`config.mk`:
```
export PLATFORM = sky130hd
export DESIGN_NAME = ibex_bht_ctrl
export DESIGN_NICKNAME = d
export VERILOG_FILES = /design/src/rtl/ibex_pkg.sv /design/src/rtl/ibex_bht_ram.sv /design/src/rtl/ibex_bht_ctrl.sv
export SDC_FILE = /design/constraint.sdc
export NUM_CORES = 1
export LEC_CHECK = 0
export CORE_MARGIN = 1
export CORE_UTILIZATION = 50
export CTS_BUF_LIST = sky130_fd_sc_hd__clkbuf_8
export DETAILED_ROUTE_END_ITERATION = 7
export PLACE_DENSITY_LB_ADDON = 0.3
export SKIP_CTS_REPAIR_TIMING = 1
export SLEW_MARGIN = 10
export SYNTH_ARGS = -nofsm -noshare
export SYNTH_HDL_FRONTEND = slang
export SYNTH_SLANG_ARGS = --single-unit
```
`constraint.sdc`:
```
create_clock -name clk_i -period 8.3 [get_ports clk_i]
set_input_delay 1.245 -clock clk_i [delete_from_list [all_inputs] [get_ports clk_i]]
set_output_delay 1.245 -clock clk_i [all_outputs]
set_load 0.02 [all_outputs]
```
`src/rtl/ibex_pkg.sv`:
```
// Shared types and constants for the branch history table.
package ibex_pkg;

  // Controller phases: table initialisation, then normal operation.
  typedef enum logic {
    INIT = 1'b0,
    RUN  = 1'b1
  } bht_state_e;

  // 2-bit saturating counter encodings.
  localparam logic [1:0] BHT_CTR_WNT = 2'b01;  // weakly not-taken, init value
  localparam logic [1:0] BHT_CTR_MIN = 2'b00;  // strongly not-taken
  localparam logic [1:0] BHT_CTR_MAX = 2'b11;  // strongly taken

  // Guard count at which a blocked update wins over lookups.
  localparam logic [1:0] BHT_GUARD_MAX = 2'd3;

  // Saturating increment on taken, saturating decrement on not-taken.
  function automatic logic [1:0] bht_ctr_next(input logic [1:0] ctr,
                                              input logic       taken);
    logic [1:0] res;
    res = ctr;
    if (taken) begin
      if (ctr != BHT_CTR_MAX) res = ctr + 2'd1;
    end else begin
      if (ctr != BHT_CTR_MIN) res = ctr - 2'd1;
    end
    return res;
  endfunction

endpackage

```
`src/rtl/ibex_bht_ram.sv`:
```
// Single-ported counter storage: combinational read, synchronous write.
// The read is combinational so a read-modify-write completes in one cycle.
module ibex_bht_ram #(
  parameter int unsigned BhtEntries = 64
) (
  input  logic                          clk_i,
  input  logic                          we_i,
  input  logic [$clog2(BhtEntries)-1:0] addr_i,
  input  logic [1:0]                    wdata_i,
  output logic [1:0]                    rdata_o
);

  logic [1:0] mem [BhtEntries];

  // Write the addressed counter on the rising edge.
  // NOTE: the array has no reset; the controller's INIT sweep writes every
  // entry, which keeps this a plain RAM instead of a wall of flops.
  always_ff @(posedge clk_i) begin
    if (we_i) mem[addr_i] <= wdata_i;
  end

  assign rdata_o = mem[addr_i];

endmodule

```
`src/rtl/ibex_bht_ctrl.sv`:
```
// Branch history table controller: init sweep, lookup/update arbitration,
// one-entry update buffer with a starvation guard.
module ibex_bht_ctrl
  import ibex_pkg::*;
#(
  parameter int unsigned BhtEntries = 64  // power of two, 4..1024
) (
  input  logic        clk_i,
  input  logic        rst_ni,
  input  logic        lookup_req_i,
  input  logic [31:0] lookup_pc_i,
  output logic        lookup_gnt_o,
  output logic        lookup_rvalid_o,
  output logic        lookup_taken_o,
  input  logic        upd_valid_i,
  input  logic [31:0] upd_pc_i,
  input  logic        upd_taken_i,
  output logic        upd_ready_o,
  output logic        init_done_o
);

  localparam int unsigned IdxW = $clog2(BhtEntries);

  bht_state_e      state_q, state_d;
  logic [IdxW-1:0] init_cnt_q, init_cnt_d;

  logic            buf_valid_q;
  logic [IdxW-1:0] buf_idx_q;
  logic            buf_taken_q;
  logic [1:0]      guard_q;

  logic            rvalid_q;
  logic            taken_q;

  logic            in_run;
  logic            force_upd;
  logic            upd_wr;
  logic            lookup_gnt;
  logic            upd_ready;
  logic            upd_accept;
  logic            blocked;

  logic            ram_we;
  logic [IdxW-1:0] ram_addr;
  logic [1:0]      ram_wdata;
  logic [1:0]      ram_rdata;

  logic [IdxW-1:0] lookup_idx;
  logic [IdxW-1:0] upd_idx;
  logic            unused_pc_bits;

  // Instructions are halfword aligned, so bit 0 never selects an entry.
  assign lookup_idx     = lookup_pc_i[IdxW:1];
  assign upd_idx        = upd_pc_i[IdxW:1];
  assign unused_pc_bits = ^{lookup_pc_i[31:IdxW+1], lookup_pc_i[0],
                            upd_pc_i[31:IdxW+1], upd_pc_i[0]};

  // Arbitration. Reset is folded in so every handshake output is low while
  // rst_ni is low, even if the state register still says RUN.
  assign in_run     = rst_ni && (state_q == RUN);
  assign force_upd  = in_run && buf_valid_q && (guard_q == BHT_GUARD_MAX);
  assign upd_wr     = in_run && buf_valid_q && (!lookup_req_i || force_upd);
  assign lookup_gnt = in_run && lookup_req_i && !force_upd;
  assign blocked    = in_run && buf_valid_q && lookup_req_i && !force_upd;
  assign upd_ready  = in_run && (!buf_valid_q || upd_wr);
  assign upd_accept = upd_valid_i && upd_ready;

  // State register for the INIT/RUN controller.
  // NOTE: clocked blocks use <= only, so every register samples the values
  // from before the edge regardless of statement order.
  always_ff @(posedge clk_i) begin
    if (!rst_ni) begin
      state_q    <= INIT;
      init_cnt_q <= '0;
    end else begin
      state_q    <= state_d;
      init_cnt_q <= init_cnt_d;
    end
  end

  // Next state and the single RAM port: init sweep, buffered update or lookup.
  // NOTE: every signal gets a default first so no path leaves it unassigned
  // and no latch is inferred.
  always_comb begin
    state_d    = state_q;
    init_cnt_d = init_cnt_q;
    ram_we     = 1'b0;
    ram_addr   = lookup_idx;
    ram_wdata  = BHT_CTR_WNT;
    unique case (state_q)
      INIT: begin
        ram_we   = 1'b1;
        ram_addr = init_cnt_q;
        if (init_cnt_q == IdxW'(BhtEntries - 1)) begin
          state_d = RUN;
        end else begin
          init_cnt_d = init_cnt_q + IdxW'(1);
        end
      end
      RUN: begin
        if (upd_wr) begin
          ram_we    = 1'b1;
          ram_addr  = buf_idx_q;
          ram_wdata = bht_ctr_next(ram_rdata, buf_taken_q);
        end
      end
      default: state_d = INIT;
    endcase
  end

  // One-entry update buffer and the count of cycles it has been starved.
  always_ff @(posedge clk_i) begin
    if (!rst_ni) begin
      buf_valid_q <= 1'b0;
      buf_idx_q   <= '0;
      buf_taken_q <= 1'b0;
      guard_q     <= '0;
    end else begin
      if (upd_accept) begin
        buf_valid_q <= 1'b1;
        buf_idx_q   <= upd_idx;
        buf_taken_q <= upd_taken_i;
      end else if (upd_wr) begin
        buf_valid_q <= 1'b0;
      end
      if (!buf_valid_q || upd_wr) begin
        guard_q <= '0;
      end else if (blocked) begin
        guard_q <= guard_q + 2'd1;
      end
    end
  end

  // Prediction response, one cycle after the lookup grant.
  always_ff @(posedge clk_i) begin
    if (!rst_ni) begin
      rvalid_q <= 1'b0;
      taken_q  <= 1'b0;
    end else begin
      rvalid_q <= lookup_gnt;
      taken_q  <= lookup_gnt & ram_rdata[1];
    end
  end

  ibex_bht_ram #(
    .BhtEntries(BhtEntries)
  ) u_ram (
    .clk_i  (clk_i),
    .we_i   (ram_we),
    .addr_i (ram_addr),
    .wdata_i(ram_wdata),
    .rdata_o(ram_rdata)
  );

  assign lookup_gnt_o    = lookup_gnt;
  assign lookup_rvalid_o = rvalid_q;
  assign lookup_taken_o  = taken_q;
  assign upd_ready_o     = upd_ready;
  assign init_done_o     = in_run;

endmodule

```
==> impl_metrics.yaml <==
timing:
  worstMarginPinSlew_ns: 1.16
  timing.fmax_mhz: 164
  hold_viol_final: 0
  slew_viol_final: 0
  finalCritPeriodShare_pct: 73.5
  fin_tns_setup_ns: 0
  period_minus_slack_ns: 6.10
  setup_viol: 0
  grt_setup_unrepaired: "no"
  skew_ns: 0.0103
  max_slew_margin_pct: 22.7
synth:
  synthAdderAreaFrac_pct: 0.385
  synth_top_family_by_area: "compound AO/OA/AOI/OAI gates"
  synth_top_area_cell: "edfxtp_1"
  synth_cells: 516
  synth-seq-cells: 147
  synth_flop_cell: "edfxtp_1"
  syn-cell-area_sq_mm: 0.00649
  yosys-top-cells-count: "edfxtp_1, nor2_1, nand2_1"
  synth_xor_area_share_pct: 0.809
  synth_cell_type_count: 60
  synth-async-reset-ratio_pct: 0
  muxShareOfSynthArea_pct: 2.68
  yosys_warnings: 0
  synthDominantCellAreaShare_pct: 59.2
  yosysMostFrequentCell: "edfxtp_1"
  synth_edf_count: 128
  synthSimpleGateAreaFrac_pct: 14.0
  synth_area_leaders: "edfxtp_1, dfxtp_1, nor2_1, a22oi_1, mux2i_1"
  ys_seq_area_share_pct: 65.0
  synth_fp_nets: 587
  avgSynthCellArea_sq_um: 12.6
  synth_compound_area_share_pct: 14.1
layout:
  regArea_sq_mm: 0.00422
  syn2layout_area_growth_pct: 10.5
  drive_gt1_share_pct: 10.3
  fillers: 1084
  fin_util_pct: 56.9
  diodes: 0
  multi_input_area_sq_mm: 0.00210
  nets: 601
critical_path:
  crit_start: "rst_ni"
  critPathMaxStageDelay_ns: 0.91
  crit_type: "in2reg"
  crit_path_end: "u_ram.mem[20][1]"
  crit_arrival_ns: 6.37
  worstSetupEndpointType: "register"
  cp_max_fo: 45
  r2r-start: "guard_q[0]"
  critPathLaunchType: "primary input"
  cp.required_ns: 8.58
  reg2reg_slack_ns: 3.18
  worstPathCellList: "clkdlybuf4s50_1 > and2_1 > nand3_2 > a31oi_2 > a22oi_1 > a21oi_1 > nor3_1 > nor3b_1 > o211ai_1 > o21ai_1 > a21oi_4 > buf_4"
  reg2reg_to: "u_ram.mem[20][1]"
  cp_slowest_cell: "a31oi_2"
  r2r_cells: 12
job:
  cap_violations: 0
global_route:
  grt_pass1_vias: 4344
  grt_max_degree: 46
  track_usage_pct: 24.1
  grt_pass1_wl_microns: 23200
  overflow: 0
  antenna_found_initial: 0
power_and_ir_drop:
  p_switching_mw: 0.326
  clock_power_share_pct: 37.7
  power_density_mw_per_mm2: 201
  pwr-share-comb_pct: 7.0
  power.share.sequential_pct: 55.3
  power.internal_mw: 1.12
  ir_worst_vdd_v: 0.000134
  leakage_nw: 2.42
  sw_frac_of_total_pct: 22.6
  design_power_total_mw: 1.44
die:
  core_sq_mm: 0.0126
  dieArea_sq_mm: 0.0134
  start_util_pct: 51.5
  io_pins: 74
  die_width_microns: 116
  rows: 41
  die_h_microns: 116
routing:
  vias: 4360
  drt_iter0_markers: 468
  vias_per_cell: 6.11
  drc: 0
  routed_wl_microns: 15000
  drt-wirelength-per-cell_microns: 21.0
  drt_first_pass_iters: 5
  antenna_left: 0
cts:
  cts_inserted_buffers: 17
  clk_path_buf_depth: 2
  cts.htree.levels: 4
  clk_pin_slew_ns: 0.07
  root_buffer: "clkbuf_8"
  clk_latency_ns: 0.46
  cts_tree: "yes"
  clkSinkCount: 147
hold_path:
  hold_class: "reg2reg"
place:
  dp_hpwl_microns: 9470
  gp_congestion: 0.795
  portBuffers: 21
run_status:
  status: "completed"
power by group through the flow:
stage | registers, mW | logic [mW] | clock network [mW]
after floorplan | 0.813 | 0.0657 | 0
after CTS | 0.798 | 0.0999 | 0.552
final | 0.798 | 0.101 | 0.545
after detailed placement | 0.814 | 0.0993 | 0
after global routing | 0.798 | 0.107 | 0.579
after global placement | 0.814 | 0.0989 | 0
registers in the layout, summed over array words and instances (netlist names):
name and cells:
buf_valid_q 1, buf_idx_q 6, lookup_rvalid_o 1, u_ram.mem 128, init_cnt_q 6, buf_taken_q 1, lookup_taken_o 1, guard_q 2
state_q 1
worst min path at each step:
stage,start,end,slack [ns],cells after the start
after CTS,buf_idx_q[5],buf_idx_q[5],0.53,2
after global placement,buf_idx_q[0],buf_idx_q[0],0.49,2
final,buf_idx_q[5],buf_idx_q[5],0.52,2
after floorplan,buf_idx_q[0],buf_idx_q[0],0.47,2
after global routing,buf_idx_q[5],buf_idx_q[5],0.55,2
after detailed placement,buf_idx_q[5],buf_idx_q[5],0.51,2
cell families after synthesis:
logic type	count (synthesis)
buffers and inverters	34
adders and majority gates	2
AOI/OAI and AO/OA	121
and+or+nand+nor	189
muxes	17
xor gates and xnor gates	6
DFF	147
critical path: cells and delay by family:
kind,cells,cell delay [ns]
AOI/OAI and AO/OA,6,2.94
buffers and inverters,2,1.14
and+or+nand+nor,4,1.03
stage by stage:
step	std cells	setup slack, ns	hold slack, ns	instance area, sq um
6_report	714	2.20	0.524	7180
5_1_grt	714	1.84	0.553	7180
4_1_cts	714	2.24	0.532	7180
3_5_place_dp	683	1.79	0.511	6800
3_3_place_gp	683	1.88	0.495	6800
2_1_floorplan	516	2.83	0.473	6490
metal layers:
layer  GRT usage [%]  wire, microns
met1            30.5           6140
met2            38.9           7260
met3            6.01           1240
met4            11.3            356
met5               0              0
cell usage in the layout (no fill, tap or decap), drive strengths merged, types with 4 or more instances in the layout:
cell	count
a32oi	5
edfxtp	128
clkbuf	17
buf	4
a31o	6
nand3	17
clkdlybuf4s50	21
xnor2	4
a21oi	27
nand2	35
nor2b	11
o21ai	17
nor2	82
a31oi	7
and2	9
mux2i	14
or3	7
inv	7
dfxtp	19
nor3	10
clkinv	6
a22oi	24
o22ai	17
layout make-up:
type                       count  area share, %
clock buffer                  17           3.26
clock inverter                14           2.04
inverter                       4          0.209
multi-input combinational    335           29.3
sequential                   147           58.9
tap                          172           3.00
timing repair buffer          25           3.35
No activity file was read; power rests on OpenSTA's default activity.
